==> src/rtl/reg_buffer.sv <==
// Registered FIFO buffer: push visible on out_data one cycle later, no comb in->out path.
// in_ready depends only on registered count, so a full buffer refuses pushes even while popping.
module reg_buffer #(
  parameter int WIDTH    = 8,
  parameter int DEPTH    = 4,
  parameter int AF_LEVEL = 3
) (
  input  logic                       clk,
  input  logic                       rst,
  input  logic                       flush,
  input  logic                       in_valid,
  input  logic [WIDTH-1:0]           in_data,
  output logic                       in_ready,
  output logic                       out_valid,
  output logic [WIDTH-1:0]           out_data,
  input  logic                       out_ready,
  output logic [$clog2(DEPTH+1)-1:0] count,
  output logic                       almost_full,
  output logic                       ovf
);

  localparam int PW = $clog2(DEPTH);
  localparam int CW = $clog2(DEPTH+1);

  logic [WIDTH-1:0] mem_q [DEPTH];
  logic [PW-1:0]    wr_ptr_q, wr_ptr_d;
  logic [PW-1:0]    rd_ptr_q, rd_ptr_d;
  logic [CW-1:0]    count_q, count_d;
  logic             ovf_q, ovf_d;
  logic             push, pop;

  assign in_ready    = (count_q != CW'(DEPTH));
  assign out_valid   = (count_q != '0);
  assign push        = in_valid && in_ready;
  assign pop         = out_valid && out_ready;
  assign out_data    = out_valid ? mem_q[rd_ptr_q] : '0;
  assign count       = count_q;
  assign almost_full = (count_q >= CW'(AF_LEVEL));
  assign ovf         = ovf_q;

  always_comb begin
    wr_ptr_d = wr_ptr_q;
    rd_ptr_d = rd_ptr_q;
    count_d  = count_q;
    ovf_d    = ovf_q;
    if (flush) begin
      wr_ptr_d = '0;
      rd_ptr_d = '0;
      count_d  = '0;
      ovf_d    = 1'b0;
    end else begin
      // DEPTH is a power of 2, so pointer overflow is the modulo wrap
      if (push) wr_ptr_d = wr_ptr_q + PW'(1);
      if (pop)  rd_ptr_d = rd_ptr_q + PW'(1);
      case ({push, pop})
        2'b10:   count_d = count_q + CW'(1);
        2'b01:   count_d = count_q - CW'(1);
        default: count_d = count_q;
      endcase
      if (in_valid && !in_ready) ovf_d = 1'b1;
    end
  end

  always_ff @(posedge clk) begin
    if (rst) begin
      wr_ptr_q <= '0;
      rd_ptr_q <= '0;
      count_q  <= '0;
      ovf_q    <= 1'b0;
    end else begin
      wr_ptr_q <= wr_ptr_d;
      rd_ptr_q <= rd_ptr_d;
      count_q  <= count_d;
      ovf_q    <= ovf_d;
    end
  end

  // Storage is never reset; only the pointers and count define validity.
  always_ff @(posedge clk) begin
    if (push && !rst && !flush) mem_q[wr_ptr_q] <= in_data;
  end

endmodule

==> config.mk <==
export PLATFORM = sky130hd
export DESIGN_NAME = reg_buffer
export DESIGN_NICKNAME = d
export VERILOG_FILES = /design/src/rtl/reg_buffer.sv
export SDC_FILE = /design/constraint.sdc
export NUM_CORES = 1
export LEC_CHECK = 0
export BUFFER_PORTS_ARGS = -buffer_cell sky130_fd_sc_hd__buf_4
export CAP_MARGIN = 30
export CORE_MARGIN = 4
export CORE_UTILIZATION = 55
export CTS_CLUSTER_SIZE = 40
export DETAILED_ROUTE_END_ITERATION = 12
export PLACE_DENSITY_LB_ADDON = 0.1
export REMOVE_ABC_BUFFERS = 1
export SETUP_SLACK_MARGIN = 0.4
export SYNTH_ARGS = -nofsm -noshare
export SYNTH_HDL_FRONTEND = slang
export SYNTH_SLANG_ARGS = --single-unit
export TNS_END_PERCENT = 5
==> constraint.sdc <==
create_clock -name clk -period 2.34 [get_ports clk]
set_input_delay 0.351 -clock clk [delete_from_list [all_inputs] [get_ports clk]]
set_output_delay 0.351 -clock clk [all_outputs]
set_load 0.02 [all_outputs]
# --- After elaboration in Yosys (flattened, before gate mapping) ---
# Memories as Yosys holds them, arrays and structs flattened. A register that Yosys moved wholly into a read port is not among the register bits.
# Index checks and enable logic that the tools add are counted.
classes:
  addsub: 4
  magnitude_cmp: 1
  eq_ne: 3
  n_mux: 6
  reduce_logical: 11
ops:
  columns: ["operator", "n"]
  rows:
  - ["two-way mux 8 bit", 1]
  - ["one-hot mux 3 bit (2 select lines)", 1]
  - ["logical AND 1 bit", 5]
  - ["adder 2 x 1 -> 2 bit, second input constant", 2]
  - ["two-way mux 2 bit", 2]
  - ["adder 3 x 1 -> 3 bit, second input constant", 1]
  - [">= comparator 3 x 2 -> 1 bit, second input constant", 1]
  - ["zero test 1 bit", 3]
  - ["inequality test 3 bit, second input constant", 1]
  - ["nonzero test 3 bit", 1]
  - ["subtractor 3 x 1 -> 3 bit, second input constant", 1]
  - ["== test 2 x 1 -> 1 bit, second input constant", 1]
  - ["== test 2 bit, second input constant", 1]
  - ["two-way mux 1 bit", 2]
  - ["nonzero test 2 bit", 1]
  - ["OR reduction 2 bit", 1]
word_totals:
  ff_bits: 8
  mem_bits_rw: 32
  input_bits: 13
  out_inout_bits: 15
  memories: 1
memory_table:
  columns: ["memory", "depth", "width", "rd", "rd_clocked_by_memory_dff", "write_ports", "line_no", "source"]
  rows:
  - ["mem_q", 4, 8, 1, 1, 1, "25", "logic [WIDTH-1:0] mem_q [DEPTH];"]

# --- Depth between registers and ports, before layout ---
depth:
  ltp_word: 6
  ltp_mapped: 9
  ltp_nobuf: 9

# --- Worst setup path after synthesis ---
# No wires, ideal clock.
synth_timing:
  path_kind: "reg2reg"
  startpoint: "register count_q[2], in the netlist count[2]"
  endpoint: "register count_q[2], in the netlist count[2]"
  setup_ns: 0.070
  t_arrival_ns: 2.080
  required_time_ns: 2.270
  path_slack_ns: 0.190
  path_stages_with_launch: 10
  n_path_buf: 0
  synth_period_minus_slack_ns: 2.150
  path_cell_list: "dfxtp_1 > nor3b_2 > nor2_1 > inv_1 > ha_1 > inv_1 > fa_1 > xor2_1 > or3_1 > a21oi_1"
synth_via:
  elab_chain_len: 4
  word_cells_on_any_way: 10
  cone_classes: "add/sub: 2; eq/ne: 3; mux: 1; reduce/logical: 4"
synth_rtl:
  columns: ["element", "line_no", "source"]
  rows:
  - ["start, declared", "28", "logic [CW-1:0] count_q, count_d;"]
  - ["start signal, assigned", "73", "count_q <= count_d;"]
  - ["inequality test 3 bit or nonzero test 3 bit (tied branches)", "32, 33", null]
  - ["logical AND 1 bit, on equally long branches", "34, 35", null]
  - ["== test 2 x 1 -> 1 bit or == test 2 bit (tied branches)", "55", "case ({push, pop})"]
  - ["one-hot mux 3 bit (2 select lines) or nonzero test 2 bit (tied branches)", null, null]
# Several ways; a longest one is shown, not always the timed one.
# A chain may end at the register's enable or synchronous reset.

# --- Worst setup path after layout ---
layout_timing:
  startpoint: "register count_q[0], in the netlist count[0]"
  endpoint: "register count_q[2], in the netlist count[2]"
# The elaborated chain is that of the path after synthesis.

==> impl_metrics.tcl <==
set metrics [dict create \
    post_dp_cell_area_mm2 0.00199 \
    initial_utilization 0.570 \
    synthTopCellsByCount "32 x edfxtp_1, 10 x dfxtp_1, 9 x inv_1, 9 x nor2b_1, 8 x mux4_2" \
    clk_latency_ns 0.35 \
    die_h_um 64.3 \
    cp_cell_sequence "nor3b_4 -> nor2_4 -> inv_1 -> ha_2 -> inv_1 -> fa_2 -> xor2_1 -> or3_1 -> a21oi_1" \
    setup.worst_path.end_class "register" \
    crit_start "count[0]$_SDFFE_PP0P_" \
    min-delay-path-class "input pin to register" \
    drt_first_pass_iters 4 \
    cpPeakStageDelay_ns 0.38 \
    r2r-start "count[0]$_SDFFE_PP0P_" \
    worst_path_max_delay_cell "dfxtp_4" \
    ant_nets 0 \
    core.rowCount 20 \
    nNetsFinal 170 \
    synth_warnings 0 \
    worst_path_most_repeated_cell "inv_1" \
    crit_fanout 6 \
    cts_tree "yes" \
    core-area_mm2 0.00305 \
    clock_path_buffers 2 \
    maxUsedRoutingLayer "met4" \
    period_share 0.858 \
    cts_root_buffer "clkbuf_4" \
    cp-start-kind "register" \
    clock_sinks 42 \
    synthAdderAreaFrac 0.0474 \
    wl_met1_mm 1.20 \
    rsz0062_at_grt "true" \
    synth_ff_type "edfxtp_1" \
    yosys.cell_types.count 26 \
    fmax_ghz 0.498 \
    ys_ff_latch 42 \
    yosysMostFrequentCell "edfxtp_1" \
    synthSimpleGateAreaFrac 0.102 \
    synth-seq-area-share 0.667 \
    met2_length_mm 1.55 \
    overflow 0 \
    vias 1015 \
    n_antenna_cell 0 \
    crit_arrival_ns 2.28 \
    place.gp.congestion 0.732 \
    r2r_slack_ns 0.33 \
    tns_ns 0 \
    async_reset_ff_frac 0 \
    synth_area_leaders "edfxtp_1 55%, dfxtp_1 11%, mux4_2 10%" \
    final_area_mm2 0.00220 \
    hp-start "in_data[7]" \
    grt_pass1_wl_mm 4.83 \
    ctsHoldBuffers 0 \
    skew_ns 0.0179 \
    routed_wl_mm 2.97 \
    ios 28 \
    drv_slew 0 \
    leakage_uw 0.000824 \
    yosys.area.top_type "edfxtp_1" \
    synth_top_family_by_area "multiplexers" \
    numPortBuffers 27 \
    syn2layout_area_growth_pct 26.1 \
    relSlewSlack 0.688 \
    wl_met3_um 145 \
    finalSetupViolCount 0 \
    cts_buffers 5 \
    drive_above_1_share 0.408 \
    grt_pass1_vias 1007 \
    drt_iter0_markers 25 \
    dp_hpwl_mm 2.02 \
    grt_use_total 0.159 \
    tightest_slew_ns 0.468 \
    layout.cells.non_filler 196 \
    maxCapViolCount 0 \
    synth_compound_area_frac 0.0374 \
    antenna_found_initial 0 \
    fp.dieW_um 64.3 \
    crit_type "register to register" \
    hold_viol 0 \
    postSynthAreaPerCell_um2 15.6 \
    synth_area_mm2 0.00174 \
    grt_start_max_net_pins 14 \
    via_per_inst 5.18 \
    dp.cells 181 \
    crit_family "simple AND/OR/NAND/NOR gates" \
    period_needed_ns 2.01 \
    status "completed" \
    power.density_mw_per_mm2 684 \
    synth-xor-area-share 0.0101 \
    syn_inst 112 \
    synth.area.mux_share 0.103 \
    irDropWorstVdd_uv 348 \
    die_area_mm2 0.00413 \
    drc_errors 0 \
    crit_buf_inv 2 \
    required_ns 2.62 \
    clk_pin_slew_ns 0.13 \
    synth_edf_count 32 \
    wl_per_cell_um 15.1 \
    synth_top_area_frac 0.552 \
    htree_levels 2 \
]
[cell families (layout without fill, tap and decap cells)]
logic type	Yosys count	after routing
AND/OR/NAND/NOR	29	29
flip-flops	42	42
adder cells (fa/ha/maj)	6	6
XOR/XNOR	2	2
AO/OA/AOI/OAI	12	12
buffers and inverters	13	53
multiplexers	8	8
[timing repair]
item	CTS	global route
resized for setup	15	2
pin swaps	1	1
setup buffers	6	1
setup endpoints to repair	10	10
[area by class of cell]
type                            instances  area (um2)
Clock buffer                            5        37.5
Tap cell                               44        55.1
Fill cell                             218         856
Inverter                                9        33.8
Clock inverter                          3        63.8
Timing Repair Buffer                   36         282
Multi-Input combinational cell         57         549
Sequential cell                        42        1180
[layout by cell type (no fill, tap or decap), types with 2 or more instances in the layout]
cell	netlist	layout
o21ai_0	4	4
nor2b_1	9	8
a21oi_1	5	5
dfxtp_1	10	6
dfxtp_4	0	4
nor2_1	6	5
nand2_1	2	2
or3_1	2	2
and3_1	4	4
bufinv_16	0	2
ha_1	5	4
edfxtp_1	32	32
mux4_2	8	8
inv_1	9	9
buf_4	0	34
xor2_1	2	2
clkbuf_4	0	5
[stage by stage]
stage | util | setup slack [ns] | hold WS, ns | total power, uW
CTS | 0.714 | 0.331 | 0.178 | 1510
detailed placement | 0.652 | 0.121 | 0.493 | 959
global route | 0.720 | 0.249 | 0.167 | 1560
finish | 0.720 | 0.333 | 0.190 | 1500
floorplan | - | 0.190 | 0.450 | 898
global placement | 0.652 | 0.231 | 0.457 | 954
[report_power, final]
| group | switching, uW | leakage, uW | internal (uW) | total (uW) |
|---|---|---|---|---|
| Sequential | 6.48 | 0.000373 | 808 | 814 |
| Clock | 224 | 0.0000528 | 329 | 554 |
| Combinational | 71.3 | 0.000398 | 64.3 | 136 |
| Total | 302 | 0.000824 | 1200 | 1500 |
[flip-flops by register name (all words and copies together), names as in the netlist, named ones only]
register  count
count         3
mem_q        32
wr_ptr_q      2
rd_ptr_q      2
ovf           1
[worst paths after layout]
check | depth (start not counted) | end
min | 1 | mem_q[3][7]$_DFFE_PP_
min reg2reg | 2 | register
max reg2reg | 9 | count[2]$_SDFFE_PP0P_
max | 9 | count[2]$_SDFFE_PP0P_
[worst reg2reg max path, stage by stage (launching register included)]
cell	delay [ns]
dfxtp_4	0.38
nor3b_4	0.27
nor2_4	0.07
inv_1	0.06
ha_2	0.18
inv_1	0.06
fa_2	0.33
xor2_1	0.15
or3_1	0.31
a21oi_1	0.14
[per-layer routing]
layer / GRT usage / vias up
met3: 0.0351 / 9
li1: - / 490
met1: 0.185 / 491
met4: 0.0871 / 0
met2: 0.272 / 25
met5: 0 / -
Note: power is estimated with default switching activity, not from simulation.
